### src/rtl/sram_pkg.sv
// sram_pkg: shared types and constants for the SRAM arbiter.
// State encoding, SRAM address width and default access timing.
package sram_pkg;

   typedef enum logic [2:0] {
      IDLE,
      SETUP,
      ACCESS,
      RECOVER,
      DONE
   } state_t;

   localparam int SRAM_BYTE_ADDR_W  = 19;
   localparam int ACCESS_CYCLES_DEF = 2;

   // Lowest set lane of m at or above from; bit 2 flags a hit.
   function automatic logic [2:0] next_lane(
      input logic [3:0] m,
      input logic [2:0] from
   );
      logic [2:0] r;
      r = 3'b000;
      for (int i = 3; i >= 0; i--) begin
         if (m[i] && (3'(i) >= from)) begin
            r = {1'b1, 2'(i)};
         end
      end
      return r;
   endfunction

endpackage

### src/rtl/sram_rr_arb2.sv
// sram_rr_arb2: two-way round-robin grant.
// Combinational grant, last winner registered on grant.
module sram_rr_arb2 (
   input  logic       clk,
   input  logic       reset_n,
   input  logic       en,
   input  logic [1:0] req,
   output logic       gnt_vld,
   output logic       gnt_idx
);

   logic last_grant;

   // On a tie the port that did not win last time is picked.
   always_comb begin
      gnt_vld = en & (|req);
      gnt_idx = 1'b0;
      unique case (1'b1)
         (req == 2'b11): gnt_idx = ~last_grant;
         (req == 2'b10): gnt_idx = 1'b1;
         default:        gnt_idx = 1'b0;
      endcase
   end

   // Remember the winner; reset favours port 0 on the first tie.
   always_ff @(posedge clk or negedge reset_n) begin
      if (!reset_n) begin
         last_grant <= 1'b1;
      end else if (gnt_vld) begin
         last_grant <= gnt_idx;
      end
   end

endmodule

### src/rtl/sram_arbiter.sv
// sram_arbiter: shares one 8-bit async SRAM between two word ports.
// Word accesses are split into byte cycles, little-endian.
module sram_arbiter
   import sram_pkg::*;
#(
   parameter int ACCESS_CYCLES = ACCESS_CYCLES_DEF,
   parameter int WORD_ADDR_W   = 17
) (
   input  logic                        clk,
   input  logic                        reset_n,
   input  logic                        req0,
   input  logic                        we0,
   input  logic [WORD_ADDR_W-1:0]      addr0,
   input  logic [31:0]                 wdata0,
   input  logic [3:0]                  bmask0,
   output logic                        ack0,
   output logic [31:0]                 rdata0,
   input  logic                        req1,
   input  logic                        we1,
   input  logic [WORD_ADDR_W-1:0]      addr1,
   input  logic [31:0]                 wdata1,
   input  logic [3:0]                  bmask1,
   output logic                        ack1,
   output logic [31:0]                 rdata1,
   output logic                        sram_csn,
   output logic                        sram_wen,
   output logic                        sram_oen,
   output logic [SRAM_BYTE_ADDR_W-1:0] sram_a,
   output logic [7:0]                  sram_dq_out,
   output logic                        sram_dq_oe,
   input  logic [7:0]                  sram_dq_in
);

   state_t state, state_nx;

   logic                   gnt_vld;
   logic                   gnt_idx;
   logic                   sel;
   logic                   we_q;
   logic [WORD_ADDR_W-1:0] addr_q;
   logic [31:0]            wdata_q;
   logic [3:0]             mask_q;
   logic [31:0]            rbuf;
   logic [31:0]            rnew;
   logic [2:0]             cnt;
   logic [1:0]             lane;

   logic                   sel_we;
   logic [WORD_ADDR_W-1:0] sel_addr;
   logic [31:0]            sel_wdata;
   logic [3:0]             sel_mask;
   logic [2:0]             first;
   logic [2:0]             nxt;
   logic [3:0]             eff_mask;
   logic                   acc_last;
   logic                   rd_last;
   logic [7:0]             wbyte;

   sram_rr_arb2 u_arb (
      .clk     (clk),
      .reset_n (reset_n),
      .en      (state == IDLE),
      .req     ({req1, req0}),
      .gnt_vld (gnt_vld),
      .gnt_idx (gnt_idx)
   );

   assign sel_we    = gnt_idx ? we1    : we0;
   assign sel_addr  = gnt_idx ? addr1  : addr0;
   assign sel_wdata = gnt_idx ? wdata1 : wdata0;
   assign sel_mask  = gnt_idx ? bmask1 : bmask0;

   assign first    = next_lane(sel_we ? sel_mask : 4'hf, 3'd0);
   assign eff_mask = we_q ? mask_q : 4'hf;
   assign nxt      = next_lane(eff_mask, {1'b0, lane} + 3'd1);
   assign acc_last = (cnt == 3'(ACCESS_CYCLES - 1));
   assign rd_last  = (state == ACCESS) && acc_last && !we_q;
   assign wbyte    = wdata_q[8*lane +: 8];
   assign sram_a   = {addr_q, lane};

   // Merge the byte being sampled into the read word.
   always_comb begin
      rnew = rbuf;
      rnew[8*lane +: 8] = sram_dq_in;
   end

   // State register; reset drops any transfer in flight.
   always_ff @(posedge clk or negedge reset_n) begin
      if (!reset_n) begin
         state <= IDLE;
      end else begin
         state <= state_nx;
      end
   end

   // Next state and SRAM strobes / acks decoded from state.
   always_comb begin
      state_nx    = state;
      sram_csn    = 1'b1;
      sram_wen    = 1'b1;
      sram_oen    = 1'b1;
      sram_dq_oe  = 1'b0;
      sram_dq_out = 8'h00;
      ack0        = 1'b0;
      ack1        = 1'b0;
      unique case (state)
         IDLE: begin
            if (gnt_vld) begin
               state_nx = first[2] ? SETUP : DONE;
            end
         end
         SETUP: begin
            sram_csn = 1'b0;
            if (we_q) begin
               sram_dq_oe  = 1'b1;
               sram_dq_out = wbyte;
            end
            state_nx = ACCESS;
         end
         ACCESS: begin
            sram_csn = 1'b0;
            if (we_q) begin
               sram_wen    = 1'b0;
               sram_dq_oe  = 1'b1;
               sram_dq_out = wbyte;
            end else begin
               sram_oen = 1'b0;
            end
            if (acc_last) begin
               if (we_q) begin
                  state_nx = RECOVER;
               end else begin
                  state_nx = nxt[2] ? SETUP : DONE;
               end
            end
         end
         RECOVER: begin
            sram_csn    = 1'b0;
            sram_dq_oe  = 1'b1;
            sram_dq_out = wbyte;
            state_nx    = nxt[2] ? SETUP : DONE;
         end
         DONE: begin
            ack0     = ~sel;
            ack1     = sel;
            state_nx = IDLE;
         end
         default: state_nx = IDLE;
      endcase
   end

   // Request latch, byte sequencing and read assembly.
   always_ff @(posedge clk or negedge reset_n) begin
      if (!reset_n) begin
         sel     <= 1'b0;
         we_q    <= 1'b0;
         addr_q  <= '0;
         wdata_q <= '0;
         mask_q  <= '0;
         lane    <= 2'd0;
         cnt     <= 3'd0;
         rbuf    <= '0;
         rdata0  <= '0;
         rdata1  <= '0;
      end else begin
         if ((state == IDLE) && gnt_vld) begin
            sel     <= gnt_idx;
            we_q    <= sel_we;
            addr_q  <= sel_addr;
            wdata_q <= sel_wdata;
            mask_q  <= sel_mask;
            lane    <= first[1:0];
         end
         if (state == SETUP) begin
            cnt <= 3'd0;
         end else if ((state == ACCESS) && !acc_last) begin
            cnt <= cnt + 3'd1;
         end
         if (rd_last) begin
            rbuf <= rnew;
            if (!nxt[2]) begin
               if (sel) begin
                  rdata1 <= rnew;
               end else begin
                  rdata0 <= rnew;
               end
            end
         end
         if ((rd_last || (state == RECOVER)) && nxt[2]) begin
            lane <= nxt[1:0];
         end
      end
   end

endmodule
### config.mk
export PLATFORM = sky130hd
export DESIGN_NAME = sram_arbiter
export DESIGN_NICKNAME = d
export VERILOG_FILES = /design/src/rtl/sram_pkg.sv /design/src/rtl/sram_rr_arb2.sv /design/src/rtl/sram_arbiter.sv
export SDC_FILE = /design/constraint.sdc
export NUM_CORES = 1
export LEC_CHECK = 0
export BUFFER_PORTS_ARGS = -buffer_cell sky130_fd_sc_hd__buf_4
export CAP_MARGIN = 20
export CORE_UTILIZATION = 48
export CTS_CLUSTER_DIAMETER = 30
export DETAILED_ROUTE_END_ITERATION = 10
export PLACE_DENSITY = 0.74
export SLEW_MARGIN = 20
export SYNTH_ARGS = -nofsm -noshare
export SYNTH_HDL_FRONTEND = slang
export SYNTH_SLANG_ARGS = --single-unit
### constraint.sdc
create_clock -name clk -period 3.4 [get_ports clk]
set_input_delay 0.34 -clock clk [delete_from_list [all_inputs] [get_ports clk]]
set_output_delay 0.34 -clock clk [all_outputs]
set_load 0.005 [all_outputs]
# --- Word-level counts from Yosys, hierarchy flattened ---
# Cells that the tools add are included.
op_classes:
  addsub: 3
  n_lt_le_gt_ge: 4
  eq_ne: 9
  shift: 3
  n_mux: 36
  bitwise: 4
  n_reduce_logical: 21
op_table:
  columns: ["op", "count"]
  rows:
  - ["3-bit 2-to-1 mux", 15]
  - ["5-bit negation with 34-bit output", 1]
  - ["8-bit by 34-bit variable shift with 32-bit output, first input constant", 1]
  - ["8-bit by 34-bit variable part select with 32-bit output", 1]
  - ["32-bit bitwise mux", 1]
  - ["32-bit 2-to-1 mux", 1]
  - ["32-bit by 6-bit variable part select with 8-bit output", 1]
  - ["17-bit 2-to-1 mux", 1]
  - ["8-bit one-hot mux with 2 select lines", 1]
  - ["4-bit 2-to-1 mux", 3]
  - ["3-bit one-hot mux with 4 select lines", 1]
  - ["1-bit logical AND", 9]
  - ["1-bit 2-to-1 mux", 8]
  - ["8-bit 2-to-1 mux", 1]
  - ["3-bit by 1-bit equality test with 1-bit output, second input constant", 2]
  - ["3-bit by 2-bit equality test with 1-bit output, second input constant", 2]
  - ["1-bit by 3-bit >= comparator with 1-bit output, first input constant", 2]
  - ["2-bit by 3-bit >= comparator with 1-bit output, first input constant", 2]
  - ["3-bit AND reduction", 2]
  - ["2-bit equality test, second input constant", 2]
  - ["2-bit 2-to-1 mux", 2]
  - ["2-bit inequality test, second input constant", 2]
  - ["1-bit one-hot mux with 2 select lines", 2]
  - ["2-bit nonzero test", 2]
  - ["11 further kinds", 15]
word_totals:
  regBits: 160
  inputBits: 120
  out_inout_bits: 97
  word_cells: 92

# --- Logic depth before layout (Yosys ltp) ---
depth:
  ltp_word: 11
  ltp_mapped: 9
  ltp_nobuf: 6

# --- By module ---
# Synthesis repeated with hierarchy kept, for this count alone.
unflattened:
  cells_unflattened: 678
  hier_area_um2: 7883.8
by_module_without_submodules:
  columns: ["mod", "instances", "cells_each", "area_per_inst_um2", "seq_area_each_um2"]
  rows:
  - ["sram_arbiter", 1, 673, 7831.3, 3978.8]
  - ["sram_rr_arb2", 1, 5, 52.6, 26.3]

# --- Worst setup path before layout ---
# OpenSTA, ideal clock, no wires.
synth_path:
  kind: "register to register"
  startpoint: "register lane[0]"
  endpoint: "register rdata0[10]"
  setup_time_ns: 0.125
  t_arrival_ns: 2.539
  required_time_ns: 3.275
  setup_slack_ns: 0.736
  stages_incl_launch_ff: 9
  path_buffers: 2
  period_less_slack_ns: 2.664
  cell_sequence: "dfrtp_1 > buf_2 > inv_1 > ha_1 > nor3b_2 > o221ai_2 > nor4_4 > buf_6 > mux2_4"
synth_via:
  elab_chain_len: 9
  elab_cells_between_ends: 19
  cone_classes: "2 x add/sub; 4 x order compare; 2 x shift; 5 x mux; 1 x bitwise; 5 x reduce/logical"
synth_rtl:
  columns: ["item", "line_no", "text"]
  rows:
  - ["start, declared", "sram_arbiter.sv:46", "logic [1:0] lane;"]
  - ["start signal, assigned", "sram_arbiter.sv:172", "lane <= first[1:0];"]
  - ["start signal, assigned", "sram_arbiter.sv:190", "lane <= nxt[1:0];"]
  - ["2-bit by 1-bit adder with 3-bit output", "sram_arbiter.sv:75", "assign nxt = next_lane(eff_mask, {1'b0, lane} + 3'd1);"]
  - ["2-bit by 3-bit >= comparator with 1-bit output", "sram_pkg.sv:24", "if (m[i] && (3'(i) >= from)) begin"]
  - ["1-bit logical AND", "sram_pkg.sv:24", null]
  - ["3-bit 2-to-1 mux (4 in a row)", "sram_pkg.sv:24", null]
  - ["1-bit NOT (no line)", null, null]
  - ["3-bit AND reduction (no line)", null, null]
  - ["end signal, assigned", "sram_arbiter.sv:185", "rdata0 <= rnew;"]
  - ["end, declared", "sram_arbiter.sv:17", "output logic [31:0] rdata0,"]
# Parallel ways exist; a longest one is shown, timed or not.
# A chain may end at the register's enable or synchronous reset.

# --- Worst setup path in the final report ---
layout_path:
  startpoint: "register lane[1]"
  endpoint: "register rdata0[31]"
# Same word-level chain as after synthesis.

==> impl_results.md <==
- Run status: complete, no violations
- CTS buffer count: 17
- Hold_buf cts: 0
- RSZ-0062 raised after global routing: no
- Port bufs: approximately 220
- Core box area: about 16000 um^2
- Final hold violation count: 0
- Main synth FF type: dfrtp_1
- Largest net degree at the start of global routing: 102
- Worst min path class: input port to async pin
- Vias per cell: around 5.2
- Final Power: approximately 7.5 mW
- Post-synthesis async set-or-reset flop share: between 90% and 100%
- Area grow syn2layout: 29.9%
- Worst setup SP type: flip-flop
- Gr ovfl total: 0
- DP Worst Slack: approximately 0.78 ns
- Syn nets: 827
- Pre-Repair DR Iteration Count: 4
- Setup tns final: 0 ns
- Fin nets: a little over 1k
- Pins Over Slew Limit: 0
- Sequential area share after synthesis: about half
- CTS tree: built
- CTS root buffer: clkbuf_16
- Fmax: 374 MHz
- Ranking of synthesized cells by area: dfrtp_1, mux2_4, mux2i_1
- Ports: 217
- Worst skew pair latency: approximately 0.43 ns
- Worst path cell trace: inv_1 > ha_1 > o21ai_0 > o221ai_2 > nor4_4 > buf_4 > mux2_2
- Wire per inst: ~17 um
- Clock skew: 0.00905 ns
- Endpoints failing setup: 0
- Synth top cells by count: dfrtp_1, a21oi_1, nor2_1
- EDFF count, synth: 0
- Tmin final: 2.68 ns
- IR drop worst, VDD: 0.445 mV
- Worst Path Max Fanout: 17
- Layout cells sized above 1: between 30% and 40%
- Initial antenna violation count: 0
- Largest area contributor in the synthesized netlist: dfrtp_1
- Post-CTS sizing: 0
- CP endpoint kind: flip-flop
- Max-slew headroom: about two fifths
- Clock Tree Buf Depth: 2
- Leakage: between 4 and 5 nW
- PD cells: slightly above 700 nW/um^2
- GRT Overall Usage: about a quarter
- DRT iter0 DRCs: approximately 380
- Setup Buffers After CTS: 0
- Worst Path Arrival: around 3.0 ns
- Mapped Cells: about 700
- CP max stage delay: approximately 0.43 ns
- Number of instances in the placed design: 1093
- Syn Area/Cell: between 10 and 15 um^2
- Share of the synthesized area in the top cell type: 49.8%
- Number of synthesis warnings: 0
- CP required: approximately 3.7 ns
- Die Ht: between 100 and 150 um
- Non-filler cells in the finished layout: between 1k and 1.5k
- Final WS setup: between 0.7 and 0.8 ns
- Routed WL: ~19000 um
- Yosys cell types: 52
- Clock transition at path regs: 0.06 ns
- Hpwl dp: between 10000 and 15000 um
- Vias in the first global route: approximately 5.8k
- DRT antenna net count: 0
- GP Congestion: a little under 0.8
- Global-route wire length before repair: a little over 30000 um
- Mapped Area: about 8000 um^2
- Number of inserted diodes: 0
- WS Path Type: flip-flop to flip-flop
- Number of synthesized register bits: between 150 and 200
- Total of max-cap violations: 0
- Drc violations: 0
- Worst slew pin tran: roughly 0.89 ns
- Starting Density: roughly half
- Post-route clock period utilization: between 70% and 80%
- # H-tree levels: 4
- Via count: 5869
- Die W: between 100 and 150 um
- DIE AREA: roughly 17000 um^2
- Top-count cell post-synth: dfrtp_1
- Clk sinks: 160
- Slowest-stage cell, CP: dfrtp_1
- Row count: 46
## area by class of cell
type / instances / area [um^2]
tap: 216 / 270
sequential: 160 / 4010
timing repair buffer: 231 / 1780
fill: 1290 / 5680
clock inverter: 12 / 179
inverter: 44 / 165
multi-input combinational: 442 / 3530
clock buffer: 20 / 457
## critical path, delay by kind of cell (launching register included)
| family | cells | cell delay [ns] |
|---|---|---|
| adders and majority gates | 1 | 0.33 |
| and+or+nand+nor | 1 | 0.39 |
| DFF | 1 | 0.43 |
| AOI/OAI and AO/OA | 2 | 0.54 |
| buffers and inverters | 2 | 0.49 |
| muxes | 1 | 0.38 |
## worst paths after layout
path,start,endpoint,slack [ns],cells past startpoint
min in group clk,req0,u_arb.last_grant,0.12,2
max,lane[1],rdata0[31],0.72,7
max reg2reg,lane[1],rdata0[31],0.72,7
min,reset_n,rdata0[23],0.03,1
min reg2reg,rbuf[28],rbuf[28],0.50,1
max in group asynchronous,reset_n,u_arb.last_grant,2.50,2
## metal layers
layer	GRT usage, %	vias to the layer above	part of all wire [%]
met1	29.7	2785	42
li1	-	2847	-
met5	0	-	0
met4	6.02	0	0.83
met2	39.1	229	49
met3	8.02	8	8.2
## cell usage in the layout, fill, tap and decap left out, types with 3 or more instances in the layout
cell | synthesis | final
a21oi_1 | 65 | 65
a22o_1 | 32 | 32
and3_2 | 4 | 4
buf_12 | 0 | 3
buf_4 | 0 | 227
bufinv_16 | 0 | 4
clkbuf_16 | 0 | 17
clkinvlp_4 | 0 | 3
dfrtp_1 | 159 | 159
ha_1 | 8 | 8
inv_1 | 44 | 44
inv_6 | 0 | 3
mux2_2 | 4 | 4
mux2_4 | 60 | 60
mux2i_1 | 54 | 54
mux4_2 | 8 | 8
nand2_1 | 39 | 39
nand3_1 | 4 | 4
nor2_1 | 64 | 64
nor2b_1 | 9 | 9
nor3_1 | 3 | 3
nor4_1 | 3 | 3
nor4bb_1 | 3 | 3
o21ai_0 | 43 | 43
or3b_2 | 3 | 3
## power by group
group          switching (mW)  internal, mW
logic                    1.41          1.32
clock network           0.757          1.27
registers               0.362          2.39
total                    2.53          4.98
## registers in the layout, summed over array words and instances, names as in the netlist
register	flops
sel	1
cnt	3
state	3
rdata0	32
lane	2
rdata1	32
wdata_q	32
rbuf	32
addr_q	17
mask_q	4
u_arb.last_grant	1
we_q	1
## cell families after synthesis
group | Yosys count | share of synthesized area (%)
mux | 126 | 20.9
fa+ha+maj | 8 | 1.25
flops | 160 | 50.1
compound gates | 161 | 12.5
buf+inv | 97 | 5.96
simple gates | 147 | 9.30
## per-stage QoR
stage                     hold WS [ns]  util (%)  instance area, um^2
after detailed placement         0.482      60.7                 9750
after global routing            0.0842      64.6                10400
after global placement           0.482      60.7                 9750
final                           0.0316      64.6                10400
after CTS                       0.0509      64.6                10400
after floorplan                 0.0444         -                 7990
No activity file was read; power rests on OpenSTA's default activity.
